===== config.mk =====
export PLATFORM = sky130hd
export DESIGN_NAME = sprite_palette_writer
export DESIGN_NICKNAME = d
export VERILOG_FILES = /design/src/rtl/sprite_palette_writer.sv
export SDC_FILE = /design/constraint.sdc
export NUM_CORES = 1
export LEC_CHECK = 0
export CAP_MARGIN = 25
export CORE_MARGIN = 2
export CORE_UTILIZATION = 56
export CTS_CLUSTER_DIAMETER = 50
export DETAILED_ROUTE_END_ITERATION = 6
export GPL_TIMING_DRIVEN = 0
export PLACE_DENSITY = 0.83
export RECOVER_POWER = 100
export SKIP_CTS_REPAIR_TIMING = 1
export SLEW_MARGIN = 5
export SYNTH_ARGS = -nofsm -noshare
export SYNTH_HDL_FRONTEND = slang
export SYNTH_SLANG_ARGS = --single-unit

===== constraint.sdc =====
create_clock -name Clk -period 7.8 [get_ports Clk]
set_input_delay 1.56 -clock Clk [delete_from_list [all_inputs] [get_ports Clk]]
set_output_delay 1.56 -clock Clk [all_outputs]
set_load 0.02 [all_outputs]

===== src/rtl/sprite_palette_writer.sv =====
// sprite_palette_writer
//   Streams 24-bit RGB pixels into sprite pixel RAM as 3-bit palette codes.
//   Each pixel becomes one RAM write at base_addr + index. The address wraps
//   modulo 2^ADDR_W. Pixels with no palette match are counted in miss_count.
//
// Optional build macro: NEAREST_MATCH_EN
//   Undefined (default): exact palette match. A pixel accepted at edge N is
//     written in the cycle that follows edge N.
//   Defined: nearest palette entry by L1 RGB distance. An extra pipeline
//     register moves the write to the cycle that follows edge N+1.
//
// Ports
//   Clk, Reset          clock, asynchronous active-high reset
//   start, base_addr    begin a load at base_addr; start is ignored unless idle
//   pix_valid/pix_rgb   pixel source; pix_ready is high for the whole LOAD state
//   wr_addr/wr_data/wr_en  RAM write port (registered)
//   busy, done          load in progress / one-cycle completion pulse
//   miss_count          saturating count of unmatched pixels in the current/last load
module sprite_palette_writer #(
    parameter int unsigned ADDR_W    = 19,
    parameter int unsigned PIX_COUNT = 4096,
    parameter int unsigned MISS_W    = 16
) (
    input  logic              Clk,
    input  logic              Reset,
    input  logic              start,
    input  logic [ADDR_W-1:0] base_addr,
    input  logic              pix_valid,
    input  logic [23:0]       pix_rgb,
    output logic              pix_ready,
    output logic [ADDR_W-1:0] wr_addr,
    output logic [2:0]        wr_data,
    output logic              wr_en,
    output logic              busy,
    output logic              done,
    output logic [MISS_W-1:0] miss_count
);

    typedef enum logic [1:0] {StIdle, StLoad, StDrain, StDone} state_e;

    // One extra bit so that PIX_COUNT = 2^ADDR_W still fits.
    localparam logic [ADDR_W:0] LastIdx = (ADDR_W + 1)'(PIX_COUNT - 1);

    state_e            state_q;
    logic [ADDR_W-1:0] base_q;
    logic [ADDR_W:0]   cnt_q;
    logic [MISS_W-1:0] miss_q;
    logic              ready_q, busy_q, done_q, wr_en_q;
    logic [ADDR_W-1:0] wr_addr_q;
    logic [2:0]        wr_data_q;

    // Entry 5 duplicates entry 1, so entry 5 can never win.
    function automatic logic [23:0] pal(input logic [2:0] idx);
        case (idx)
            3'd1:    pal = 24'h091821;
            3'd2:    pal = 24'h5ac6ff;
            3'd3:    pal = 24'h295a7b;
            3'd4:    pal = 24'h4a9cd6;
            3'd5:    pal = 24'h091821;
            3'd6:    pal = 24'h3a7ba5;
            3'd7:    pal = 24'h183952;
            default: pal = 24'h000000;
        endcase
    endfunction

    logic              accept;
    logic [ADDR_W-1:0] cur_addr;
    logic              enc_valid;
    logic [23:0]       enc_rgb;
    logic [ADDR_W-1:0] enc_addr;
    logic [3:0]        enc_res;    // {miss, code}
    logic              pending;    // a pixel is still inside the encode pipeline

    assign accept   = (state_q == StLoad) && pix_valid;
    assign cur_addr = base_q + cnt_q[ADDR_W-1:0];

`ifdef NEAREST_MATCH_EN
    logic              s1_valid_q;
    logic [23:0]       s1_rgb_q;
    logic [ADDR_W-1:0] s1_addr_q;

    function automatic logic [9:0] absd(input logic [7:0] a, input logic [7:0] b);
        absd = (a > b) ? {2'b00, a - b} : {2'b00, b - a};
    endfunction

    function automatic logic [3:0] encode(input logic [23:0] rgb);
        logic [9:0]  best;
        logic [9:0]  dist;
        logic [2:0]  code;
        logic [23:0] p;
        best = '1;
        code = 3'd1;
        if (rgb == 24'hffffff || rgb == 24'hececec) return 4'b0000;
        for (int i = 1; i < 8; i++) begin
            p    = pal(3'(i));
            dist = absd(rgb[23:16], p[23:16]) + absd(rgb[15:8], p[15:8])
                 + absd(rgb[7:0], p[7:0]);
            // Strict compare keeps the lowest index on ties.
            if (dist < best) begin
                best = dist;
                code = 3'(i);
            end
        end
        return {best != 10'd0, code};
    endfunction

    assign enc_valid = s1_valid_q;
    assign enc_rgb   = s1_rgb_q;
    assign enc_addr  = s1_addr_q;
    assign pending   = s1_valid_q;

    always_ff @(posedge Clk or posedge Reset) begin
        if (Reset) begin
            s1_valid_q <= 1'b0;
            s1_rgb_q   <= '0;
            s1_addr_q  <= '0;
        end else begin
            s1_valid_q <= accept;
            if (accept) begin
                s1_rgb_q  <= pix_rgb;
                s1_addr_q <= cur_addr;
            end
        end
    end
`else
    function automatic logic [3:0] encode(input logic [23:0] rgb);
        logic [2:0] code;
        logic       hit;
        code = '0;
        hit  = 1'b0;
        if (rgb == 24'hffffff || rgb == 24'hececec) return 4'b0000;
        // Scan downward so the lowest matching index is the one left standing.
        for (int i = 7; i >= 1; i--) begin
            if (rgb == pal(3'(i))) begin
                code = 3'(i);
                hit  = 1'b1;
            end
        end
        return {~hit, code};
    endfunction

    assign enc_valid = accept;
    assign enc_rgb   = pix_rgb;
    assign enc_addr  = cur_addr;
    assign pending   = 1'b0;
`endif

    assign enc_res = encode(enc_rgb);

    always_ff @(posedge Clk or posedge Reset) begin
        if (Reset) begin
            state_q   <= StIdle;
            base_q    <= '0;
            cnt_q     <= '0;
            miss_q    <= '0;
            ready_q   <= 1'b0;
            busy_q    <= 1'b0;
            done_q    <= 1'b0;
            wr_en_q   <= 1'b0;
            wr_addr_q <= '0;
            wr_data_q <= '0;
        end else begin
            wr_en_q <= enc_valid;
            if (enc_valid) begin
                wr_addr_q <= enc_addr;
                wr_data_q <= enc_res[2:0];
                if (enc_res[3] && miss_q != '1) miss_q <= miss_q + 1'b1;
            end

            case (state_q)
                StIdle: begin
                    if (start) begin
                        state_q <= StLoad;
                        base_q  <= base_addr;
                        cnt_q   <= '0;
                        miss_q  <= '0;
                        ready_q <= 1'b1;
                        busy_q  <= 1'b1;
                    end
                end
                StLoad: begin
                    if (accept) begin
                        cnt_q <= cnt_q + 1'b1;
                        if (cnt_q == LastIdx) begin
                            state_q <= StDrain;
                            ready_q <= 1'b0;
                        end
                    end
                end
                StDrain: begin
                    // The output register holds the final write this cycle.
                    if (!pending) begin
                        state_q <= StDone;
                        busy_q  <= 1'b0;
                        done_q  <= 1'b1;
                    end
                end
                StDone: begin
                    state_q <= StIdle;
                    done_q  <= 1'b0;
                end
                default: state_q <= StIdle;
            endcase
        end
    end

    assign pix_ready  = ready_q;
    assign busy       = busy_q;
    assign done       = done_q;
    assign wr_en      = wr_en_q;
    assign wr_addr    = wr_addr_q;
    assign wr_data    = wr_data_q;
    assign miss_count = miss_q;

endmodule


Word-level counts from Yosys, hierarchy flattened
Cells that the tools add are included.
- bitwise logic cells: 1
- mux-type cells: 39
- equality and inequality tests: 16
- reduce and logical (&&, ||, !) cells: 12
- $add $sub $neg: 3
- operator list (cell ; number):
    equality test 24 bit ; 6
    two-way mux 24 bit ; 6
    two-way mux 16 bit ; 4
    equality test 24 bit, second input constant ; 2
    two-way mux 20 bit ; 2
    case mux 20 bit (2 select lines) ; 1
    adder 20 x 1 -> 20 bit, second input constant ; 1
    equality test 20 x 12 -> 1 bit, second input constant ; 1
    adder 19 bit ; 1
    two-way mux 3 bit ; 6
    adder 16 x 1 -> 16 bit, second input constant ; 1
    != test 16 bit, second input constant ; 1
    two-way mux 1 bit ; 11
    two-way mux 4 bit ; 2
    case mux 2 bit (4 select lines) ; 1
    two-way mux 2 bit ; 3
    case mux 1 bit (2 select lines) ; 3
    AND reduction 3 bit ; 2
    nonzero test 2 bit ; 3
    equality test 2 bit, second input constant ; 2
    != test 2 bit, second input constant ; 2
    AND reduction 2 bit ; 2
    AND reduction 4 bit ; 1
    equality test 2 x 1 -> 1 bit, second input constant ; 1
    other kinds (5) ; 6
- bits in registers: 83
- output and inout port bits: 42
- input bits: 47

Logic depth before layout (Yosys ltp)
Gate-level depths: netlist of run 1.
- word-level depth: 19
- depth in mapped cells: 10
- depth with buffers taken out: 10

Least setup slack after synthesis of run 1
No wires, ideal clock.
- path type: input port to flip-flop
- start point: input pix_rgb[17]
- end point: register miss_q[15] (netlist: miss_count[15])
- data required time: 7722 ps
- setup slack: 4123 ps
- arrival: 3599 ps
- path buffers: 1
- stages: 8
- cells stage by stage: and3b_1 > and4_4 > a32o_1 > a2111o_1 > or4_1 > buf_2 > or3_1 > a21oi_1
- longest elaborated chain between the ends: 15
- elaborated cells between the ends (all ways): 24
- classes of those cells: eq/ne: 8; mux: 13; bitwise: 1; reduce/logical: 2
- RTL lines (what ; RTL line ; source):
    from (decl) ; 29 ; input logic [23:0] pix_rgb,
    equality test 24 bit ; 134 ; if (rgb == pal(3'(i))) begin
    two-way mux 1 bit (6 in a row) ; 134 ;
    two-way mux 1 bit ; 133 ; for (int i = 7; i >= 1; i--) begin
    inverter 1 bit ; 139 ; return {~hit, code};
    two-way mux 4 bit (*) ; 133 ;
    logical AND 1 bit (*) ; 167 ; if (enc_res[3] && miss_q != '1) miss_q <= miss_q + 1'b1;
    two-way mux 16 bit (*) ; 167 ;
    two-way mux 16 bit (*) ; 164 ; if (enc_valid) begin
    two-way mux 16 bit ; 172 ; if (start) begin
    two-way mux 16 bit (*) ; 170 ; case (state_q)
    to (signal assigned) ; 167 ;
    to (decl) ; 47 ; logic [MISS_W-1:0] miss_q;
Every way passes the cells marked *; elsewhere a longest branch is shown, timed or not. The select of a mux whose other input is x is not followed.
A chain may end at the register's enable or synchronous reset.

==> results of run 1 <==
## cell usage after synthesis (all sizes together) (4+ instances only)
cell type and number:
and3 8, or3 8, nor2b 4, dfrtp 83, nand3 22, and4 4
nor3b 10, ha 24, nor3 17, and2 5, nor2 52, xor2 22
xnor2 15, o21a 4, nor4bb 4, o21ai 35, nor4 8, a22o 4
clkbuf 14, inv 18, nand4 16, mux2i 5, nand2 111, a21oi 22
## registers in the layout, indices dropped and copies added (netlist names)
| name | flops |
|---|---|
| base_q | 19 |
| busy | 1 |
| cnt_q | 20 |
| done | 1 |
| miss_count | 16 |
| pix_ready | 1 |
| state_q | 2 |
| wr_addr | 19 |
| wr_data | 3 |
| wr_en | 1 |
## layout make-up
class                   count  share of cell area [%]
multi-input cells         445                    43.9
flip-flops and latches     83                    34.0
repair buffers             89                    14.5
well taps                 108                    2.21
clock buffers               9                    2.03
clock inverters             7                    1.25
inverters                  18                    1.13
plain buffers              17                    1.04
## how the worst max path moves through the flow
| stage | from | to | slack, ps |
|---|---|---|---|
| floorplan | Reset | base_q[0] | 4100 |
| global placement | Reset | cnt_q[19] | 2800 |
| detailed placement | pix_rgb[23] | miss_count[13] | 3380 |
| CTS | pix_rgb[23] | miss_count[9] | 3750 |
| global route | Reset | base_q[7] | 1970 |
| finish | Reset | cnt_q[19] | 2740 |
## worst max-delay path: cells and delay by family
kind | cells | cell delay, ps
buf+inv | 3 | 3350
## per-stage QoR
stage / area, um^2 / instances / worst slack, ps / hold WS (ps)
6_report: 6110 / 776 / 2740 / 481
5_1_grt: 6110 / 776 / 1970 / 501
3_3_place_gp: 5910 / 759 / 2800 / 462
2_1_floorplan: 4900 / 563 / 4100 / 452
4_1_cts: 6140 / 776 / 3750 / 491
3_5_place_dp: 5940 / 760 / 3380 / 472
## cells by family (layout without fill, tap and decap cells)
group,count (synthesis),count (layout),share of synthesized area [%]
XOR/XNOR,37,37,6.62
buffers and inverters,35,140,2.73
flip-flops,83,83,42.4
adder cells (fa/ha/maj),25,25,6.54
AND/OR/NAND/NOR,288,288,29.1
multiplexers,7,7,1.48
AO/OA/AOI/OAI,88,88,11.1
## power by group
part	internal [mW]	total, mW	switching (mW)
Sequential	0.543	0.622	0.0796
Clock	0.150	0.322	0.173
Combinational	0.266	0.668	0.402
Total	0.959	1.61	0.655
## per-layer routing
layer  vias up  part of all wire, %
met5         -                    0
met4         0                  1.3
met3        17                  5.2
met2       139                   49
met1      2202                   44
li1       2201                    -
==> impl_metrics.yaml, run 1 <==
cts:
  cts_buffer_depth: 2
  htree_levels: 3
  clk_pin_slew_ps: 90
  cts_root_buf: "clkbuf_8"
  cts_tree: "yes"
  insertion_delay_ps: 360
  cts_made_buffers: 9
  numClockSinks: 83
logic_synthesis:
  synth_top_area_share_pct: 42.4
  ys_top_cells_by_area: "dfrtp_1, nand2_1, ha_1"
  synth_cells: 563
  synth_nets: 635
  ys_seq_area_share_pct: 42.4
  syn_area_per_cell_um2: 8.70
  ys_seq_elements: 83
  ys_warn_count: 0
  synth_async_sr_flop_share_pct: 100
  synth_edf_count: 0
  syn_area_um2: 4900
  synth_area_leader_cell: "dfrtp_1"
  synth.distinct_cells: 55
  ys.flop_type: "dfrtp_1"
min_path:
  min_to: "wr_addr[10]"
  hold_class: "reg -> reg"
  min_delay_path_depth: 2
  hold_start: "wr_addr[10]"
placed_design:
  gp_congestion: 0.940
  portBuffers: 88
  dpl.hpwl_um: 9450
timing:
  relSlewSlack_pct: -78.3
  setup_viol_count_final: 0
  worst_pin_slew_ps: 2680
  slew_viol_final: 51
  tns_ps: 0
  post-route-period-util_pct: 64.8
  rsz0062_at_grt: "no"
  max_freq_ghz: 0.198
  period_needed_ps: 5060
  skew_ps: 4.80
  finalHoldViolCount: 0
layout:
  postLayoutCoreUtil_pct: 71.2
  final_cell_mix: "nand2_1, dfrtp_1, nor2_1"
  diodes: 0
  nets: 735
  regArea_um2: 2080
  synthToLayoutAreaGrowth_pct: 24.9
  final_layout_size_suffix_gt1_share_pct: 3.29
  final_common_cell: "nand2_1"
  nFillCells: 682
  multi_input_area_um2: 2690
global_routing:
  met3_usage_pct: 4.03
  antenna_found_initial: 0
  grt_pass1_vias: 4540
  use_met1_pct: 36.6
  gr-usage-met2_pct: 44.9
  gr-usage-all-layers_pct: 27.1
  overflow: 0
  grt_max_degree: 51
  grt_pass1_wl_um: 21100
  grt.busiest_layer: "met2"
setup_path:
  cp-start-kind: "input pin"
  reg2reg_slack_ps: 4690
  cp.arrival_ps: 4970
  slowest_delay_ps: 1960
  required_ps: 7710
  worstReg2RegEnd: "miss_count[13]"
  path_max_fanout: 50
  endpoint_kind: "asynchronous set/reset pin"
  r2r_start: "state_q[1]"
  crit_slowest_cell: "clkbuf_1"
  reg2regPathDepth: 10
  crit_chain: "dlygate4sd3_1 -> clkinvlp_2 -> clkbuf_1"
  critPathKind: "in -> async"
power_and_ir_drop:
  power_mw: 1.61
  vdd_ir_drop_max_mv: 0.186
  p_leak_nw: 2.80
  p_per_area_nw_per_um2: 264
die:
  die_h_um: 97.5
  start_util_pct: 57.0
  fp-row-count: 34
  io_pins: 89
  dieArea_um2: 9510
  dieWidth_um: 97.5
  core_area_um2: 8590
detailed_routing:
  drt_iter0_markers: 230
  vias: 4559
  drc: 0
  wl_um: 12600
  vias_per_cell: 5.88
  routedWlPerCell_um: 16.2
  postRouteAntennaNets: 0
  first_pass_iters: 4
run_status:
  failed_checks: "capacitance limit, slew limit"
  run_status: "finished, violations left"
run:
  drv_cap: 2
Note: power is estimated with default switching activity, not from simulation.
==> run 2: changes to the inputs <==
--- a/config.mk
+++ b/config.mk
@@ -7,11 +7,11 @@
 export LEC_CHECK = 0
 export CAP_MARGIN = 25
 export CORE_MARGIN = 2
-export CORE_UTILIZATION = 56
+export CORE_UTILIZATION = 53
 export CTS_CLUSTER_DIAMETER = 50
 export DETAILED_ROUTE_END_ITERATION = 6
 export GPL_TIMING_DRIVEN = 0
-export PLACE_DENSITY = 0.83
+export PLACE_DENSITY = 0.8
 export RECOVER_POWER = 100
 export SKIP_CTS_REPAIR_TIMING = 1
 export SLEW_MARGIN = 5
==> constraint.sdc (replaced) <==
create_clock -name Clk -period 5.3 [get_ports Clk]
set_input_delay 1.06 -clock Clk [delete_from_list [all_inputs] [get_ports Clk]]
set_output_delay 1.06 -clock Clk [all_outputs]
set_load 0.02 [all_outputs]
==> run 2 against run 1 <==
  * Routed wire length is 3.2% lower
  * Sequential power increased by 47%
  * Critical path depth rose by 6
  * Clock skew up 6.1 ps
  * Combinational power rose by 46%
  * Critical path type is now in -> reg
  * Count of clock-buffer cells in the layout is the same
  * Critical endpoint is now miss_count[0]
  * Die area increased by 5.4%
  * Non-clock buffer count stayed put
  * The flow still finishes with violations (capacitance limit, slew limit)
  * Hold slack got worse by 1.2 ps
  * First-iteration DRC count is 16% higher
==> impl_metrics.yaml, run 2 (synthesized netlist as in run 1, its figures left out) <==
detailed_routing:
  postRouteAntennaNets: 0
  vias_per_cell: 5.82
  vias: 4531
  routedWlPerCell_um: 15.6
  first_pass_iters: 5
  wl_um: 12200
  drc: 0
  drt_iter0_markers: 266
global_routing:
  antenna_found_initial: 0
  grt_pass1_wl_um: 20200
  gr-usage-all-layers_pct: 25.4
  grt_max_degree: 47
  grt_pass1_vias: 4255
  overflow: 0
setup_path:
  cp-start-kind: "input pin"
  cp.arrival_ps: 4120
  required_ps: 5540
  path_max_fanout: 10
  critPathKind: "in -> reg"
  endpoint_kind: "register"
die:
  core_area_um2: 9110
  die_h_um: 100
  io_pins: 89
  dieWidth_um: 100
  fp-row-count: 35
  start_util_pct: 53.8
  dieArea_um2: 10000
timing:
  skew_ps: 10.9
  rsz0062_at_grt: "no"
  finalHoldViolCount: 0
  period_needed_ps: 3880
  setup_viol_count_final: 0
  worst_pin_slew_ps: 1720
  post-route-period-util_pct: 73.2
  relSlewSlack_pct: -15.5
  tns_ps: 0
  max_freq_ghz: 0.258
  slew_viol_final: 38
layout:
  final_common_cell: "nand2_1"
  nFillCells: 765
  largest_reg_flops: 20
  multi_input_area_um2: 2690
  diodes: 0
  final_layout_size_suffix_gt1_share_pct: 3.44
  top_register: "cnt_q"
  nets: 735
  regArea_um2: 2080
  synthToLayoutAreaGrowth_pct: 25.6
  final_cell_mix: "nand2_1, dfrtp_1, nor2_1"
power_and_ir_drop:
  swShare_pct: 40.1
  p_sw_mw: 0.949
  power_mw: 2.37
  p_leak_nw: 2.82
  power_frac_seq_pct: 38.6
  power.internal_mw: 1.42
  clkPwrFrac_pct: 20.3
  vdd_ir_drop_max_mv: 0.271
  power_frac_comb_pct: 41.2
  p_per_area_nw_per_um2: 385
run_status:
  run_status: "finished, violations left"
  failed_checks: "capacitance limit, slew limit"
placed_design:
  dpl.hpwl_um: 9500
  gp_congestion: 0.910
  portBuffers: 88
cts:
  htree_levels: 3
  cts_made_buffers: 9
  cts_buffer_depth: 2
  clk_pin_slew_ps: 90
  insertion_delay_ps: 370
  cts_tree: "yes"
  numClockSinks: 83
  cts_root_buf: "clkbuf_8"
run:
  drv_cap: 1
min_path:
  hold_class: "reg -> reg"
run 2: cell types whose count changed in the layout (fill, tap and decap cells not counted), sizes merged:
cell / previous run / this run
clkinvlp: 3 / 2
clkbuf: 27 / 26
inv: 18 / 20
clkinv: 3 / 2
buf: 0 / 1
run 2: worst paths after layout:
check	slack (ps)	depth (start not counted)	to	from
setup / recovery	1420	9	miss_count[0]	pix_rgb[3]
hold / removal	480	2	wr_addr[8]	wr_addr[8]
setup reg to reg	2180	10	miss_count[15]	state_q[1]
hold reg to reg	480	2	wr_addr[8]	wr_addr[8]
max in group asynchronous	2880	3	miss_count[15]	Reset
min in group asynchronous	1570	2	wr_data[0]	Reset
run 2: critical path, stage by stage:
cell and delay, ps:
dlygate4sd3_1 580, or4b_2 670, nor3_1 260, nor4b_1 520, a2111o_1 280, clkbuf_1 380, nor2_1 150, xnor2_1 160
nor2_1 60
run 2: power groups by stage:
stage               Sequential (mW)  Clock [mW]  Combinational, mW
global route                  0.939       0.519               1.08
CTS                           0.918       0.491               1.00
finish                        0.913       0.479              0.974
floorplan                     0.998           0              0.545
global placement              0.920           0              0.966
detailed placement            0.931           0              0.997
run 2: through the flow:
| step | instances | instance area (um^2) | utilization (%) | setup WS, ps | hold WS [ps] |
|---|---|---|---|---|---|
| global placement | 762 | 5920 | 64.9 | 815 | 462 |
| finish | 779 | 6150 | 67.5 | 1420 | 480 |
| global route | 779 | 6150 | 67.5 | 1220 | 508 |
| detailed placement | 763 | 5950 | 65.3 | 1390 | 470 |
| CTS | 779 | 6150 | 67.6 | 1750 | 493 |
| floorplan | 563 | 4900 | - | 2100 | 452 |
run 2: final cells by class:
type                       count  share of cell area, %
buffer                        17                   1.04
inverter                      18                   1.12
timing repair buffer          89                   14.8
clock inverter                 7                   1.36
tap                          111                   2.26
multi-input combinational    445                   43.7
clock buffer                   9                   2.01
sequential                    83                   33.8
run 2: per-layer routing:
metal | track usage, % | share of wire (%)
met1 | 36.1 | 45
met4 | 9.48 | 2.2
met2 | 39.6 | 47
met3 | 3.90 | 5.2
met5 | 0 | 0
